$ cat src/rtl/npu_seq_pkg.sv
`default_nettype none
// ----------------------------------------------------------------------------
// npu_seq_pkg : shared types and default sizes for npu_input_sequencer
// Revision    : 1.0
// ----------------------------------------------------------------------------
package npu_seq_pkg;

  localparam int SEQ_DATA_W    = 32;
  localparam int SEQ_CONF_W    = 16;
  localparam int SEQ_CFG_DEPTH = 4;
  localparam int SEQ_CNT_W     = 16;

  function automatic int addr_w(input int depth);
    return (depth > 1) ? $clog2(depth) : 1;
  endfunction

  localparam int SEQ_CFG_AW = addr_w(SEQ_CFG_DEPTH);

  typedef enum logic [1:0] {
    IDLE   = 2'd0,
    CONFIG = 2'd1,
    STREAM = 2'd2,
    DONE   = 2'd3
  } seq_state_t;

endpackage
`default_nettype wire

$ cat src/rtl/npu_input_sequencer_if.sv
`default_nettype none
// ----------------------------------------------------------------------------
// npu_input_sequencer_if : host, PE and input-interface signals of the sequencer
// Revision               : 1.0
// ----------------------------------------------------------------------------
interface npu_input_sequencer_if
  import npu_seq_pkg::*;
#(
  parameter int DATA_W = SEQ_DATA_W,
  parameter int CONF_W = SEQ_CONF_W,
  parameter int CNT_W  = SEQ_CNT_W,
  parameter int CFG_AW = SEQ_CFG_AW
) ();

  logic              seq_cfg_wr_en;
  logic [CFG_AW-1:0] seq_cfg_wr_addr;
  logic [CONF_W-1:0] seq_cfg_wr_data;
  logic              seq_start;
  logic [CNT_W-1:0]  seq_num_words;
  logic              host_data_valid;
  logic [DATA_W-1:0] host_data;
  logic              host_data_ready;
  logic              pe_ready;
  logic              pe_valid;
  logic              npu_input_fifo_full;
  logic              npu_input_fifo_empty;
  logic              npu_input_interface_conf_data_en;
  logic [CONF_W-1:0] npu_input_interface_conf_data;
  logic              npu_input_fifo_write_en;
  logic [DATA_W-1:0] npu_input_data;
  logic              npu_input_fifo_read_en;
  logic              seq_busy;
  logic              seq_done;

  // Environment side: host/DMA, PE array and the input interface flags.
  modport master (
    output seq_cfg_wr_en, seq_cfg_wr_addr, seq_cfg_wr_data,
    output seq_start, seq_num_words,
    output host_data_valid, host_data, pe_ready,
    output npu_input_fifo_full, npu_input_fifo_empty,
    input  host_data_ready, pe_valid,
    input  npu_input_interface_conf_data_en, npu_input_interface_conf_data,
    input  npu_input_fifo_write_en, npu_input_data, npu_input_fifo_read_en,
    input  seq_busy, seq_done
  );

  modport slave (
    input  seq_cfg_wr_en, seq_cfg_wr_addr, seq_cfg_wr_data,
    input  seq_start, seq_num_words,
    input  host_data_valid, host_data, pe_ready,
    input  npu_input_fifo_full, npu_input_fifo_empty,
    output host_data_ready, pe_valid,
    output npu_input_interface_conf_data_en, npu_input_interface_conf_data,
    output npu_input_fifo_write_en, npu_input_data, npu_input_fifo_read_en,
    output seq_busy, seq_done
  );

endinterface
`default_nettype wire

$ cat src/rtl/npu_seq_cfg_regfile.sv
`default_nettype none
// ----------------------------------------------------------------------------
// npu_seq_cfg_regfile : configuration word store, sync write/clear, async read
// Revision            : 1.0
// ----------------------------------------------------------------------------
module npu_seq_cfg_regfile
  import npu_seq_pkg::*;
#(
  parameter int CFG_DEPTH = SEQ_CFG_DEPTH,
  parameter int CONF_W    = SEQ_CONF_W,
  parameter int CFG_AW    = addr_w(CFG_DEPTH)
) (
  input  logic              CLK,
  input  logic              npu_rst,
  input  logic              wr_en,
  input  logic [CFG_AW-1:0] wr_addr,
  input  logic [CONF_W-1:0] wr_data,
  input  logic [CFG_AW-1:0] rd_addr,
  output logic [CONF_W-1:0] rd_data
);

  logic [CONF_W-1:0] mem [CFG_DEPTH];

  always_ff @(posedge CLK) begin
    if (npu_rst) begin
      for (int i = 0; i < CFG_DEPTH; i++) begin
        mem[i] <= '0;
      end
    end else if (wr_en && (int'(wr_addr) < CFG_DEPTH)) begin
      mem[wr_addr] <= wr_data;
    end
  end

  assign rd_data = (int'(rd_addr) < CFG_DEPTH) ? mem[rd_addr] : '0;

endmodule
`default_nettype wire

$ cat src/rtl/npu_input_sequencer.sv
`default_nettype none
// ----------------------------------------------------------------------------
// npu_input_sequencer : loads config words, then streams a job through the
//                       npu_input_interface FIFO (32-bit in, 16-bit out)
// Revision            : 1.0
// ----------------------------------------------------------------------------
module npu_input_sequencer
  import npu_seq_pkg::*;
#(
  parameter int DATA_W    = SEQ_DATA_W,
  parameter int CONF_W    = SEQ_CONF_W,
  parameter int CFG_DEPTH = SEQ_CFG_DEPTH,
  parameter int CNT_W     = SEQ_CNT_W
) (
  input  logic                 CLK,
  input  logic                 npu_rst,
  npu_input_sequencer_if.slave bus
);

  localparam int CFG_AW = addr_w(CFG_DEPTH);

  seq_state_t        state;
  logic [CFG_AW-1:0] idx;
  logic [CNT_W-1:0]  wr_target;
  logic [CNT_W-1:0]  wr_cnt;
  logic [CNT_W:0]    rd_target;
  logic [CNT_W:0]    rd_cnt;
  logic              conf_en_r;
  logic [CONF_W-1:0] conf_data_r;
  logic              pe_valid_r;
  logic              done_r;

  logic              in_stream;
  logic              host_ready;
  logic              write_en;
  logic              read_en;
  logic              idx_last;
  logic [CFG_AW-1:0] rf_rd_addr;
  logic [CONF_W-1:0] rf_rd_data;
  logic [DATA_W-1:0] wdata;

  assign in_stream  = (state == STREAM);
  assign host_ready = in_stream && (wr_cnt < wr_target) && !bus.npu_input_fifo_full;
  assign write_en   = bus.host_data_valid && host_ready;
  assign read_en    = in_stream && bus.pe_ready && !bus.npu_input_fifo_empty
                      && (rd_cnt < rd_target);
  assign idx_last   = (idx == CFG_AW'(CFG_DEPTH - 1));
  assign wdata      = in_stream ? bus.host_data : '0;

  // Lookahead: the registered conf_data must already hold the next word.
  assign rf_rd_addr = (state == CONFIG) ? idx + CFG_AW'(1) : '0;

  npu_seq_cfg_regfile #(
    .CFG_DEPTH (CFG_DEPTH),
    .CONF_W    (CONF_W),
    .CFG_AW    (CFG_AW)
  ) u_regfile (
    .CLK     (CLK),
    .npu_rst (npu_rst),
    .wr_en   (bus.seq_cfg_wr_en && (state == IDLE)),
    .wr_addr (bus.seq_cfg_wr_addr),
    .wr_data (bus.seq_cfg_wr_data),
    .rd_addr (rf_rd_addr),
    .rd_data (rf_rd_data)
  );

  always_ff @(posedge CLK) begin
    if (npu_rst) begin
      state       <= IDLE;
      idx         <= '0;
      wr_target   <= '0;
      wr_cnt      <= '0;
      rd_target   <= '0;
      rd_cnt      <= '0;
      conf_en_r   <= 1'b0;
      conf_data_r <= '0;
      pe_valid_r  <= 1'b0;
      done_r      <= 1'b0;
    end else begin
      pe_valid_r <= read_en;
      done_r     <= 1'b0;
      conf_en_r  <= 1'b0;
      case (state)
        IDLE: begin
          if (bus.seq_start) begin
            if (bus.seq_num_words != '0) begin
              wr_target   <= bus.seq_num_words;
              rd_target   <= {bus.seq_num_words, 1'b0};
              idx         <= '0;
              wr_cnt      <= '0;
              rd_cnt      <= '0;
              conf_en_r   <= 1'b1;
              conf_data_r <= rf_rd_data;
              state       <= CONFIG;
            end else begin
              done_r <= 1'b1;
              state  <= DONE;
            end
          end
        end
        CONFIG: begin
          if (idx_last) begin
            state <= STREAM;
          end else begin
            conf_en_r   <= 1'b1;
            conf_data_r <= rf_rd_data;
            idx         <= idx + CFG_AW'(1);
          end
        end
        STREAM: begin
          if (write_en) begin
            wr_cnt <= wr_cnt + CNT_W'(1);
          end
          if (read_en) begin
            rd_cnt <= rd_cnt + (CNT_W+1)'(1);
            if (rd_cnt + (CNT_W+1)'(1) == rd_target) begin
              done_r <= 1'b1;
              state  <= DONE;
            end
          end
        end
        DONE:    state <= IDLE;
        default: state <= IDLE;
      endcase
    end
  end

  assign bus.host_data_ready                  = host_ready;
  assign bus.npu_input_fifo_write_en          = write_en;
  assign bus.npu_input_data                   = wdata;
  assign bus.npu_input_fifo_read_en           = read_en;
  assign bus.pe_valid                         = pe_valid_r;
  assign bus.npu_input_interface_conf_data_en = conf_en_r;
  assign bus.npu_input_interface_conf_data    = conf_data_r;
  assign bus.seq_busy                         = (state == CONFIG) || (state == STREAM);
  assign bus.seq_done                         = done_r;

endmodule
`default_nettype wire
$ cat src/flat_wrapper.sv
// flat-port wrapper written by rule: the top's interface ports become plain ports
module npu_input_sequencer_flat import npu_seq_pkg::*;
#(
  parameter int DATA_W    = SEQ_DATA_W,
  parameter int CONF_W    = SEQ_CONF_W,
  parameter int CFG_DEPTH = SEQ_CFG_DEPTH,
  parameter int CNT_W     = SEQ_CNT_W
)
  (CLK, npu_rst, bus_seq_cfg_wr_en, bus_seq_cfg_wr_addr, bus_seq_cfg_wr_data, bus_seq_start, bus_seq_num_words, bus_host_data_valid, bus_host_data, bus_pe_ready, bus_npu_input_fifo_full, bus_npu_input_fifo_empty, bus_host_data_ready, bus_pe_valid, bus_npu_input_interface_conf_data_en, bus_npu_input_interface_conf_data, bus_npu_input_fifo_write_en, bus_npu_input_data, bus_npu_input_fifo_read_en, bus_seq_busy, bus_seq_done);
  npu_input_sequencer_if #(.DATA_W(DATA_W), .CONF_W(CONF_W), .CNT_W(CNT_W)) bus_i ();
  input  logic CLK;
  input  logic npu_rst;
  input wire logic [$bits(bus_i.seq_cfg_wr_en)-1:0] bus_seq_cfg_wr_en;
  input wire logic [$bits(bus_i.seq_cfg_wr_addr)-1:0] bus_seq_cfg_wr_addr;
  input wire logic [$bits(bus_i.seq_cfg_wr_data)-1:0] bus_seq_cfg_wr_data;
  input wire logic [$bits(bus_i.seq_start)-1:0] bus_seq_start;
  input wire logic [$bits(bus_i.seq_num_words)-1:0] bus_seq_num_words;
  input wire logic [$bits(bus_i.host_data_valid)-1:0] bus_host_data_valid;
  input wire logic [$bits(bus_i.host_data)-1:0] bus_host_data;
  input wire logic [$bits(bus_i.pe_ready)-1:0] bus_pe_ready;
  input wire logic [$bits(bus_i.npu_input_fifo_full)-1:0] bus_npu_input_fifo_full;
  input wire logic [$bits(bus_i.npu_input_fifo_empty)-1:0] bus_npu_input_fifo_empty;
  output wire logic [$bits(bus_i.host_data_ready)-1:0] bus_host_data_ready;
  output wire logic [$bits(bus_i.pe_valid)-1:0] bus_pe_valid;
  output wire logic [$bits(bus_i.npu_input_interface_conf_data_en)-1:0] bus_npu_input_interface_conf_data_en;
  output wire logic [$bits(bus_i.npu_input_interface_conf_data)-1:0] bus_npu_input_interface_conf_data;
  output wire logic [$bits(bus_i.npu_input_fifo_write_en)-1:0] bus_npu_input_fifo_write_en;
  output wire logic [$bits(bus_i.npu_input_data)-1:0] bus_npu_input_data;
  output wire logic [$bits(bus_i.npu_input_fifo_read_en)-1:0] bus_npu_input_fifo_read_en;
  output wire logic [$bits(bus_i.seq_busy)-1:0] bus_seq_busy;
  output wire logic [$bits(bus_i.seq_done)-1:0] bus_seq_done;
  assign bus_i.seq_cfg_wr_en = bus_seq_cfg_wr_en;
  assign bus_i.seq_cfg_wr_addr = bus_seq_cfg_wr_addr;
  assign bus_i.seq_cfg_wr_data = bus_seq_cfg_wr_data;
  assign bus_i.seq_start = bus_seq_start;
  assign bus_i.seq_num_words = bus_seq_num_words;
  assign bus_i.host_data_valid = bus_host_data_valid;
  assign bus_i.host_data = bus_host_data;
  assign bus_i.pe_ready = bus_pe_ready;
  assign bus_i.npu_input_fifo_full = bus_npu_input_fifo_full;
  assign bus_i.npu_input_fifo_empty = bus_npu_input_fifo_empty;
  assign bus_host_data_ready = bus_i.host_data_ready;
  assign bus_pe_valid = bus_i.pe_valid;
  assign bus_npu_input_interface_conf_data_en = bus_i.npu_input_interface_conf_data_en;
  assign bus_npu_input_interface_conf_data = bus_i.npu_input_interface_conf_data;
  assign bus_npu_input_fifo_write_en = bus_i.npu_input_fifo_write_en;
  assign bus_npu_input_data = bus_i.npu_input_data;
  assign bus_npu_input_fifo_read_en = bus_i.npu_input_fifo_read_en;
  assign bus_seq_busy = bus_i.seq_busy;
  assign bus_seq_done = bus_i.seq_done;
  npu_input_sequencer #(.DATA_W(DATA_W), .CONF_W(CONF_W), .CFG_DEPTH(CFG_DEPTH), .CNT_W(CNT_W)) u_core (.CLK(CLK), .npu_rst(npu_rst), .bus(bus_i));
endmodule
$ cat config.mk
export PLATFORM = sky130hd
export DESIGN_NAME = npu_input_sequencer_flat
export DESIGN_NICKNAME = d
export VERILOG_FILES = /design/src/rtl/npu_seq_pkg.sv /design/src/rtl/npu_input_sequencer_if.sv /design/src/rtl/npu_seq_cfg_regfile.sv /design/src/rtl/npu_input_sequencer.sv /design/src/flat_wrapper.sv
export SDC_FILE = /design/constraint.sdc
export NUM_CORES = 1
export LEC_CHECK = 0
export CAP_MARGIN = 10
export CORE_UTILIZATION = 40
export DETAILED_ROUTE_END_ITERATION = 6
export HOLD_SLACK_MARGIN = 0.08
export PLACE_DENSITY = 0.67
export SYNTH_ARGS = -nofsm -noshare
export SYNTH_HDL_FRONTEND = slang
export SYNTH_SLANG_ARGS = --single-unit
$ cat constraint.sdc
create_clock -name CLK -period 3.2 [get_ports CLK]
set_clock_uncertainty 0.1 [all_clocks]
set_input_delay 0.64 -clock CLK [delete_from_list [all_inputs] [get_ports CLK]]
set_output_delay 0.64 -clock CLK [all_outputs]
set_load 0.02 [all_outputs]
==> results of run 1 <==
registers in the layout (all words and copies together), names as in the netlist:
name                                         flops
u_core.bus.npu_input_interface_conf_data        16
u_core.rd_cnt                                   17
u_core.wr_cnt                                   16
u_core.wr_target                                16
u_core.idx                                       2
u_core.bus.pe_valid                              1
u_core.bus.npu_input_interface_conf_data_en      1
u_core.u_regfile.mem                            64
u_core.state                                     2
u_core.bus.seq_done                              1
what timing repair did:
action | in CTS | in global routing
resized for setup | 10 | 10
setup buffers | 0 | 0
pin swaps | 1 | 4
setup endpoints to repair | 3 | 3
worst max path at each step:
stage	start	end	slack, ns	cells past startpoint
global placement	u_core.wr_target[13]$_SDFFE_PP0P_	bus_npu_input_fifo_write_en	-0.005	8
global route	u_core.wr_target[13]$_SDFFE_PP0P_	bus_npu_input_fifo_write_en	-0.00003	8
detailed placement	u_core.wr_target[13]$_SDFFE_PP0P_	bus_npu_input_fifo_write_en	0.0004	8
CTS	u_core.wr_target[13]$_SDFFE_PP0P_	bus_npu_input_fifo_write_en	0.01	8
floorplan	u_core.wr_target[13]$_SDFFE_PP0P_	bus_npu_input_fifo_write_en	0.43	7
finish	u_core.wr_target[13]$_SDFFE_PP0P_	bus_npu_input_fifo_write_en	0.13	8
layout make-up:
type	count	area, um^2
Fill cell	1642	8330
Timing Repair Buffer	173	1640
Sequential cell	136	3370
Clock buffer	17	425
Tap cell	229	287
Multi-Input combinational cell	606	3850
Clock inverter	15	159
Inverter	23	86.3
synthesized netlist by cell type, types with 2 or more instances:
cell / count
sky130_fd_sc_hd__ha_1: 36
sky130_fd_sc_hd__buf_2: 4
sky130_fd_sc_hd__a21oi_1: 53
sky130_fd_sc_hd__and4_1: 2
sky130_fd_sc_hd__edfxtp_1: 64
sky130_fd_sc_hd__buf_1: 2
sky130_fd_sc_hd__nand2_1: 98
sky130_fd_sc_hd__or2_2: 4
sky130_fd_sc_hd__nor2_1: 37
sky130_fd_sc_hd__or4_1: 12
sky130_fd_sc_hd__nor4_1: 9
sky130_fd_sc_hd__a31oi_1: 28
sky130_fd_sc_hd__nor4bb_1: 2
sky130_fd_sc_hd__xor2_1: 9
sky130_fd_sc_hd__nand2b_1: 7
sky130_fd_sc_hd__a211oi_1: 16
sky130_fd_sc_hd__mux2i_1: 18
sky130_fd_sc_hd__and2_1: 103
sky130_fd_sc_hd__inv_1: 23
sky130_fd_sc_hd__nand4_1: 15
sky130_fd_sc_hd__and3_1: 9
sky130_fd_sc_hd__a21o_1: 9
sky130_fd_sc_hd__clkbuf_1: 40
sky130_fd_sc_hd__o31ai_1: 9
sky130_fd_sc_hd__o21ai_0: 26
sky130_fd_sc_hd__o31a_1: 2
sky130_fd_sc_hd__nor2b_1: 19
sky130_fd_sc_hd__nand3_1: 20
sky130_fd_sc_hd__xnor2_1: 13
sky130_fd_sc_hd__a211o_1: 2
sky130_fd_sc_hd__o21a_1: 2
sky130_fd_sc_hd__dfxtp_1: 72
sky130_fd_sc_hd__a311oi_1: 6
sky130_fd_sc_hd__or3b_2: 2
sky130_fd_sc_hd__nor3_1: 10
sky130_fd_sc_hd__or3_1: 13
worst max-delay path, stage by stage, from the launching register on:
cell and delay, ns:
sky130_fd_sc_hd__dfxtp_2 0.34, sky130_fd_sc_hd__inv_2 0.05, sky130_fd_sc_hd__ha_4 0.21, sky130_fd_sc_hd__a21o_1 0.15
sky130_fd_sc_hd__a21o_1 0.18, sky130_fd_sc_hd__a2111o_1 0.37, sky130_fd_sc_hd__a311oi_2 0.29, sky130_fd_sc_hd__and3_1 0.21
sky130_fd_sc_hd__buf_6 0.12
cell families (layout without fill, tap and decap cells):
family                   count (synthesis)  after routing
AND/OR/NAND/NOR                        367            367
AO/OA/AOI/OAI                          163            163
flip-flops                             136            136
buffers and inverters                   70            228
adder cells (fa/ha/maj)                 36             36
XOR/XNOR                                22             22
multiplexers                            18             18
power breakdown:
group / switching (mW) / internal (mW) / leakage (nW)
Clock: 0.851 / 1.10 / 0.284
Combinational: 1.41 / 1.08 / 2.20
Sequential: 0.0975 / 2.03 / 1.25
through the flow:
step / total power [mW] / setup WS [ns] / cell area (um^2) / TNS, ns / utilization (%)
6_report: 6.56 / 0.130 / 9820 / 0 / 54.1
5_1_grt: 6.89 / -0.0000293 / 9820 / -0.0000293 / 54.1
4_1_cts: 6.59 / 0.0103 / 9800 / 0 / 54.0
3_5_place_dp: 4.64 / 0.000442 / 9220 / 0 / 50.8
3_3_place_gp: 4.62 / -0.00493 / 9220 / -0.00493 / 50.8
2_1_floorplan: 3.59 / 0.429 / 7460 / 0 / -
per-layer routing:
layer  wire (um)  track usage (%)  part of all wire [%]  vias to the layer above
met5           0                0                     0                        -
met4         453             7.57                   2.2                        0
met3        1240             4.70                   6.1                       29
met2        9810             37.9                    48                      194
met1        8820             27.1                    43                     3094
li1            -                -                     -                     3215
==> impl_metrics.ini, run 1 <==
[yosys]
post_synth_num_cell_types = 52
post_synthesis_xor_xnor_area_fraction_pct = 2.58
synth-adder-area-share_pct = 6.04
synth-edff-count = 64
synth_top_area_cell = sky130_fd_sc_hd__edfxtp_1
synth_simple_gate_area_share_pct = 26.3
synth-compound-area-share_pct = 13.9
synth-seq-cells = 136
ys_warns = 0
syn-instance-count = 812
synth_top_area_share_pct = 25.8
synth-async-reset-ratio_pct = 0
synth_mux_area_share_pct = 2.41
synth.avg_cell_area_um2 = 9.19
ys_dominant_reg_cell = sky130_fd_sc_hd__dfxtp_1
syn_nets = 922
main_combinational_cell_family_by_area_after_synthesis = simple AND/OR/NAND/NOR gates
syn-cell-area_um2 = 7460
synth_seq_area_share_pct = 45.1
yosys-top-cells-area = sky130_fd_sc_hd__edfxtp_1 26%, sky130_fd_sc_hd__dfxtp_1 19%, sky130_fd_sc_hd__and2_1 8.6%, sky130_fd_sc_hd__ha_1 6.0%, sky130_fd_sc_hd__nand2_1 4.9%

[floorplanning]
ios = 129
starting_density_of_the_core_pct = 41.1
die_w_um = 139
die_h_um = 139
die_outline_area_um2 = 19200
placement_rows = 49
coreArea_um2 = 18100

[drt]
drtIter0Drc = 565
routed_wire_length_per_instance_um = 17.0
wirelength_mm = 20.3
post_detailed_route_via_to_cell_ratio = 5.45
dr_total_vias = 6532
drtAntennaViolNets = 0
detail_route.first_pass.iterations = 7
drt_drc_violations_left = 8

[layout]
layout_common_cells = 124 x sky130_fd_sc_hd__clkdlybuf4s50_1, 103 x sky130_fd_sc_hd__and2_1, 98 x sky130_fd_sc_hd__nand2_1
fin_cells = 1199
post_route_cells_drive_above_1_share_pct = 10.4
antenna_cells = 0
synthToLayoutAreaGrowth_pct = 31.6
mostFrequentLayoutCell = sky130_fd_sc_hd__clkdlybuf4s50_1
design.final.nets = 1067

[global_routing]
grt_max_degree = 52
first_global_vias = 6407
grt_pass1_wl_mm = 33.0
overflow_after_grt = 0
grt_usage_pct = 21.9
antenna_found_initial = 0

[setup_path]
worstSetupEndpointType = primary output
cp.required_ns = 2.46
r2r_cells = 11
worst_setup_path_start_kind = flop
reg2reg_to = u_core.rd_cnt[2]$_SDFFE_PP0P_
worstPathArrival_ns = 2.33
critical_path_peak_fanout = 3
setup.reg_to_reg.worst_slack_ns = 0.34
critical_path.reg2reg.startpoint = u_core.wr_target[2]$_SDFFE_PP0P_
ws_path_type = flop to primary output

[clock_tree]
cts_buffer_depth = 2
cts_num_sinks = 136
root_buffer = sky130_fd_sc_hd__clkbuf_16
cts_hold_buf = 0
cts_made_buffers = 17
ctsHtreeMaxLevel = 4
cts_tree = built
clk_latency_ns = 0.43
clk_pin_slew_worst_paths_ns = 0.06

[sta]
slew_viol_final = 0
maxClockFrequency_mhz = 326
layout_min_cycle_time_ns = 3.07
hold_slack_ns = 0.379
relSlewSlack_pct = 23.4
final_setup_violation_count = 0
layout_worst_path_cycle_share_pct = 95.9
finalHoldViolations = 0
worst_slew_pin_slew_ns = 1.14

[place]
gp_congestion = 0.922
dp_cells = 1167
place.port_buffers = 128
dpl.hpwl_mm = 14.2

[min_path]
worstHoldPathCells = 2
hold_path_class = flop to flop
min-delay-start = u_core.wr_target[14]$_SDFFE_PP0P_
hold_end = u_core.wr_target[14]$_SDFFE_PP0P_

[run]
max_cap_violations = 0

[pwr]
vdd.ir_drop.worst_mv = 0.412
total_leakage_power_nw = 3.74
p_per_area_nw_per_um2 = 668

[outcome]
failed_checks = design-rule violations
run_status = finished with violations
(Power assumes the default switching activity.)
==> inputs of run 2 (changes only) <==
--- a/config.mk
+++ b/config.mk
@@ -6,6 +6,7 @@
 export NUM_CORES = 1
 export LEC_CHECK = 0
 export CAP_MARGIN = 10
+export CORE_MARGIN = 2
 export CORE_UTILIZATION = 40
 export DETAILED_ROUTE_END_ITERATION = 6
 export HOLD_SLACK_MARGIN = 0.08
==> run 2 against run 1 <==
  * The flow now finishes without violations
  * Final area decreased by 0.22%
  * Total power decreased by 0.87%
  * Combinational power decreased by 2%
  * Sequential share of layout area about the same
  * Highest routed layer unchanged
  * Sequential cell count unchanged
  * Maximum frequency decreased by 2.0%
  * Global-route usage decreased by 1.5 points
  * First-iteration DRC count decreased by 19%
  * Clock power about the same
  * Register-to-register slack got worse by 0.09 ns
  * Die area increased by 2.9%
  * Wire length decreased by 1.8%
  * Critical endpoint unchanged
==> impl_metrics.ini, run 2 (synthesis gave the netlist of run 1 again) <==
[sta]
final_critical_path_setup_slack_ns = 0.0688
layout_min_cycle_time_ns = 3.13
finalHoldViolations = 0
layout_worst_path_cycle_share_pct = 97.8
slew_viol_final = 0
rsz0062_at_grt = no
worst_slew_pin_slew_ns = 0.936
final_setup_violation_count = 0
maxClockFrequency_mhz = 319
relSlewSlack_pct = 37.1

[setup_path]
path_cells = inv_1 > ha_4 > a21o_1 > a21o_1 > a2111o_1 > a311oi_2 > and3_1 > buf_6
setup.reg_to_reg.worst_slack_ns = 0.25
critical_path.reg2reg.startpoint = u_core.wr_target[13]$_SDFFE_PP0P_
worstPathArrival_ns = 2.39
critical_path.slowest_cell = sky130_fd_sc_hd__a2111o_1
worstSetupEndpointType = primary output
ws_path_type = flop to primary output
reg2reg_to = u_core.wr_cnt[14]$_SDFFE_PP0P_
worst_setup_path_start_kind = flop
r2r_cells = 12
startpoint = u_core.wr_target[13]$_SDFFE_PP0P_
critical_path_peak_fanout = 3
cpMostUsedCell = sky130_fd_sc_hd__a21o_1
cp.required_ns = 2.46
critical_path.max_stage_delay_ns = 0.38

[global_routing]
grt_usage_pct = 20.4
grt_max_degree = 55
first_global_vias = 6163
antenna_found_initial = 0
grt_pass1_wl_mm = 31.8
overflow_after_grt = 0

[layout]
mostFrequentLayoutCell = sky130_fd_sc_hd__clkdlybuf4s50_1
final-seq-area_um2 = 3370
layout_common_cells = 124 x sky130_fd_sc_hd__clkdlybuf4s50_1, 103 x sky130_fd_sc_hd__and2_1, 98 x sky130_fd_sc_hd__nand2_1
synthToLayoutAreaGrowth_pct = 31.3
largest_register_ff_count = 64
multi_input_comb_area_um2 = 3850
fill_cells = 1625
post_route_cells_drive_above_1_share_pct = 10.2
antenna_cells = 0
top_register = u_core.u_regfile.mem
design.final.nets = 1069
layout_top_registers = u_core.u_regfile.mem (64), u_core.rd_cnt (17)
fin_cells = 1201

[clock_tree]
clk_latency_ns = 0.43
clk_pin_slew_worst_paths_ns = 0.06
cts_made_buffers = 17
root_buffer = sky130_fd_sc_hd__clkbuf_16
ctsHtreeMaxLevel = 4
cts_num_sinks = 136
cts_tree = built
cts_buffer_depth = 2

[outcome]
run_status = finished clean

[floorplanning]
coreArea_um2 = 18100
ios = 129
starting_density_of_the_core_pct = 41.1
placement_rows = 49
die_w_um = 141
die_h_um = 141
die_outline_area_um2 = 19800

[pwr]
p_sw_mw = 2.34
p_clk_share_pct = 29.9
power.switching_fraction_pct = 36.0
p_per_area_nw_per_um2 = 664
register_share_of_total_power_pct = 32.7
pwr-share-comb_pct = 37.4
total_leakage_power_nw = 3.74
vdd.ir_drop.worst_mv = 0.432
design_power_total_mw = 6.50
power.internal_mw = 4.16

[drt]
drtIter0Drc = 459
routed_wire_length_per_instance_um = 16.6
drt_drc_violations_left = 0
wirelength_mm = 20.0
drtAntennaViolNets = 0
post_detailed_route_via_to_cell_ratio = 5.36
dr_total_vias = 6441
detail_route.first_pass.iterations = 5

[min_path]
min-delay-start = u_core.idx[1]$_SDFFE_PP0P_
hold_path_class = flop to flop
worstHoldPathCells = 2
hold_end = u_core.idx[1]$_SDFFE_PP0P_

[place]
place_worst_setup_slack_ns = -0.0618
dp_cells = 1168
place.port_buffers = 128
gp_congestion = 0.936
dpl.hpwl_mm = 14.2

[run]
max_cap_violations = 0
[run 2: cell types whose count changed in the layout (fill, tap and decap cells not counted), moves of 2 or more]
cell and delta:
sky130_fd_sc_hd__dfxtp_2 -3, sky130_fd_sc_hd__inv_8 -2, sky130_fd_sc_hd__buf_4 +4, sky130_fd_sc_hd__clkinv_4 -3, sky130_fd_sc_hd__buf_12 -2, sky130_fd_sc_hd__inv_6 +5
sky130_fd_sc_hd__dfxtp_1 +3
[run 2: worst max-delay path: cells and delay by family (launching register included)]
family,cells,cell delay [ns]
compound gates,4,1.01
fa+ha+maj,1,0.21
buf+inv,2,0.22
flops,1,0.32
simple gates,1,0.22
[run 2: worst max path at each step]
stage                                   to
2_1_floorplan  bus_npu_input_fifo_write_en
3_3_place_gp   bus_npu_input_fifo_write_en
3_5_place_dp   bus_npu_input_fifo_write_en
4_1_cts        bus_npu_input_fifo_write_en
5_1_grt        bus_npu_input_fifo_write_en
6_report       bus_npu_input_fifo_write_en
[run 2: layout make-up]
cell class	count	area share, %
repair buffers	175	16.7
multi-input cells	606	39.3
clock inverters	15	1.55
inverters	23	0.881
well taps	229	2.93
flip-flops and latches	136	34.4
clock buffers	17	4.34
[run 2: routing by layer]
metal  global-route usage, %  share of wire (%)  wire, um  vias to the layer above
met5                       0                  0         0                        -
met4                    9.74                3.4       682                        0
met3                    4.18                5.8      1160                       48
met2                    32.9                 46      9150                      197
met1                    26.4                 45      8960                     2985
li1                        -                  -         -                     3211
[run 2: repair_timing]
item | 4_1_cts | 5_1_grt
hold buffers | 0 | 0
cloned | 0 | 0
buffers inserted | 1 | 0
gates resized for setup | 10 | 6
setup endpoints to repair | 3 | 3
pin swaps | 1 | 4
[run 2: stage by stage]
stage	utilization [%]	cell area [um^2]	hold slack, ns	TNS (ns)
2_1_floorplan	-	7460	0.354	0
3_3_place_gp	50.7	9210	0.363	-0.00616
3_5_place_dp	50.7	9210	0.371	-0.103
4_1_cts	53.9	9780	0.383	-0.00510
5_1_grt	54.0	9800	0.401	0
6_report	54.0	9800	0.378	0
[run 2: power groups by stage]
stage               Sequential, mW  Clock (mW)  Combinational [mW]
finish                        2.13        1.95                2.43
floorplan                     2.22           0                1.36
detailed placement            2.16           0                2.42
CTS                           2.13        1.97                2.43
global placement              2.16           0                2.41
global route                  2.15        2.04                2.63
==> inputs of run 3 (changes only) <==
--- a/config.mk
+++ b/config.mk
@@ -7,10 +7,11 @@
 export LEC_CHECK = 0
 export CAP_MARGIN = 10
 export CORE_MARGIN = 2
-export CORE_UTILIZATION = 40
+export CORE_UTILIZATION = 30
 export DETAILED_ROUTE_END_ITERATION = 6
 export HOLD_SLACK_MARGIN = 0.08
-export PLACE_DENSITY = 0.67
+export PLACE_DENSITY = 0.54
+export SLEW_MARGIN = 5
 export SYNTH_ARGS = -nofsm -noshare
 export SYNTH_HDL_FRONTEND = slang
 export SYNTH_SLANG_ARGS = --single-unit
==> run 3 against run 2 <==
  * Maximum frequency down 0.95%
  * Via count increased by 1.5%
  * Combinational power up 7%
  * Final area grew 3.8%
  * Critical path depth increased by 1
  * Clock power increased by 3%
  * Clock-buffer cell count is 1 higher
  * Hold slack better by 0.012 ns
  * Non-clock buffer count grew 17
  * Total power rose by 3.7%
  * Sequential share of layout area down 1.2 points
  * Critical endpoint unchanged
  * Largest cell class unchanged
  * Highest routed layer unchanged
==> impl_metrics.ini, run 3 (synthesis gave the netlist of run 1 again) <==
[sta]
layout_worst_path_cycle_share_pct = 98.8
slew_viol_final = 0
worst_slew_pin_slew_ns = 1.21
hold_slack_ns = 0.390
finalHoldViolations = 0
layout_min_cycle_time_ns = 3.16
relSlewSlack_pct = 19.2
final_setup_violation_count = 0
maxClockFrequency_mhz = 316

[layout]
final-seq-area_um2 = 3370
mostFrequentLayoutCell = sky130_fd_sc_hd__clkdlybuf4s50_1
post_route_cells_drive_above_1_share_pct = 12.9
design.final.nets = 1086
layout_top_registers = u_core.u_regfile.mem (64), u_core.rd_cnt (17)
layout_common_cells = 124 x sky130_fd_sc_hd__clkdlybuf4s50_1, 103 x sky130_fd_sc_hd__and2_1, 98 x sky130_fd_sc_hd__nand2_1
top_register = u_core.u_regfile.mem
synthToLayoutAreaGrowth_pct = 36.3
multi_input_comb_area_um2 = 3900
fill_cells = 2456
antenna_cells = 0
largest_register_ff_count = 64

[drt]
drtAntennaViolNets = 0
drt_drc_violations_left = 0
wirelength_mm = 22.1
dr_total_vias = 6538
drtIter0Drc = 348
routed_wire_length_per_instance_um = 16.9
detail_route.first_pass.iterations = 4
post_detailed_route_via_to_cell_ratio = 4.98

[setup_path]
worstPathArrival_ns = 2.42
startpoint = u_core.wr_target[12]$_SDFFE_PP0P_
worst_setup_path_start_kind = flop
critical_path.max_stage_delay_ns = 0.37
critical_path.reg2reg.startpoint = u_core.wr_target[12]$_SDFFE_PP0P_
timing.critical_path.to = bus_npu_input_fifo_write_en
cpMostUsedCell = sky130_fd_sc_hd__a21o_1
worstSetupPathDepth = 9
ws_path_type = flop to primary output
worstPathBufferInverterCount = 3
cp.required_ns = 2.46
setup.reg_to_reg.worst_slack_ns = 0.13
path_cells = inv_1 > ha_1 > a21o_1 > a21o_1 > a2111o_1 > a311oi_2 > buf_4 > and3_4 > buf_6
r2r_cells = 14
critical_path.slowest_cell = sky130_fd_sc_hd__a2111o_1
critical_path_peak_fanout = 2
cp_top_family = compound AO/OA/AOI/OAI gates
worstSetupEndpointType = primary output
reg2reg_to = u_core.wr_cnt[11]$_SDFFE_PP0P_

[global_routing]
antenna_found_initial = 0
overflow_after_grt = 0
grt_usage_pct = 16.9
grt_max_degree = 57
first_global_vias = 6229
grt_pass1_wl_mm = 34.5

[clock_tree]
ctsHtreeMaxLevel = 4
cts_made_buffers = 17
clk_pin_slew_worst_paths_ns = 0.07
clk_latency_ns = 0.43
cts_buffer_depth = 2
cts_num_sinks = 136
root_buffer = sky130_fd_sc_hd__clkbuf_16
cts_tree = built

[place]
dpl.hpwl_mm = 15.3
place.port_buffers = 128
gp_congestion = 0.860

[pwr]
vdd.ir_drop.worst_mv = 0.447
total_leakage_power_nw = 3.87
p_per_area_nw_per_um2 = 663
design_power_total_mw = 6.74

[floorplanning]
die_h_um = 162
die_w_um = 162
placement_rows = 57
ios = 129
die_outline_area_um2 = 26100
coreArea_um2 = 24400
starting_density_of_the_core_pct = 30.6

[outcome]
run_status = finished clean

[min_path]
hold_path_class = flop to flop
min-delay-start = u_core.wr_target[11]$_SDFFE_PP0P_

[run]
max_cap_violations = 0
## run 3: changes by cell type in the layout (fill, tap and decap cells not counted), sizes merged
cell	before	now
buf	50	66
clkbuf	18	20
clkinv	2	1
clkinvlp	1	0
inv	34	35
## run 3: stage by stage
| step | setup TNS [ns] | setup slack, ns | util, % | cell area, um^2 | cells |
|---|---|---|---|---|---|
| 2_1_floorplan | 0 | 0.429 | - | 7460 | 812 |
| 3_3_place_gp | -0.443 | -0.0958 | 38.7 | 9430 | 1274 |
| 3_5_place_dp | -0.310 | -0.0622 | 38.7 | 9430 | 1274 |
| 4_1_cts | 0 | 0.00602 | 41.2 | 10000 | 1310 |
| 5_1_grt | -0.0831 | -0.0476 | 41.7 | 10200 | 1313 |
| 6_report | 0 | 0.0389 | 41.7 | 10200 | 1313 |
## run 3: worst reg2reg max path, delay by kind of cell (launching register included)
| family | cells | cell delay, ns |
|---|---|---|
| fa+ha+maj | 1 | 0.20 |
| compound gates | 6 | 1.23 |
| simple gates | 1 | 0.51 |
| flops | 1 | 0.32 |
| buf+inv | 6 | 0.66 |
## run 3: area by class of cell
class / count / area share, %
clock inverters: 14 / 1.48
flip-flops and latches: 136 / 33.1
clock buffers: 18 / 4.32
repair buffers: 192 / 17.9
inverters: 23 / 0.849
well taps: 324 / 3.99
multi-input cells: 606 / 38.3
## run 3: per-layer routing
layer  up-vias  wire length (um)  track usage [%]
li1       3257                 -                -
met1      3101             10400             22.7
met2       149             10200             27.2
met3        31              1000             3.37
met4         0               468             5.99
met5         -                 0                0
## run 3: worst min path at each step
stage | endpoint | slack [ns] | depth (start not counted)
floorplan | u_core.idx[1]$_SDFFE_PP0P_ | 0.35 | 2
global placement | u_core.idx[1]$_SDFFE_PP0P_ | 0.37 | 2
detailed placement | u_core.wr_target[10]$_SDFFE_PP0P_ | 0.38 | 2
CTS | u_core.wr_target[11]$_SDFFE_PP0P_ | 0.39 | 2
global route | u_core.bus.npu_input_interface_conf_data[2]$_SDFFE_PP0P_ | 0.42 | 2
finish | u_core.wr_target[11]$_SDFFE_PP0P_ | 0.39 | 2
## run 3: repair_timing
action | 4_1_cts | 5_1_grt
hold buffers | 0 | 0
buffers inserted | 4 | 2
gates cloned | 0 | 2
setup endpoints to repair | 3 | 30
resized for setup | 12 | 19
pin swaps | 6 | 8
## run 3: power breakdown
group          leakage [nW]  internal [mW]  switching (mW)  total [mW]
clock                 0.295           1.13           0.875        2.01
sequential             1.25           2.02           0.105        2.13
combinational          2.32           1.15            1.46        2.61
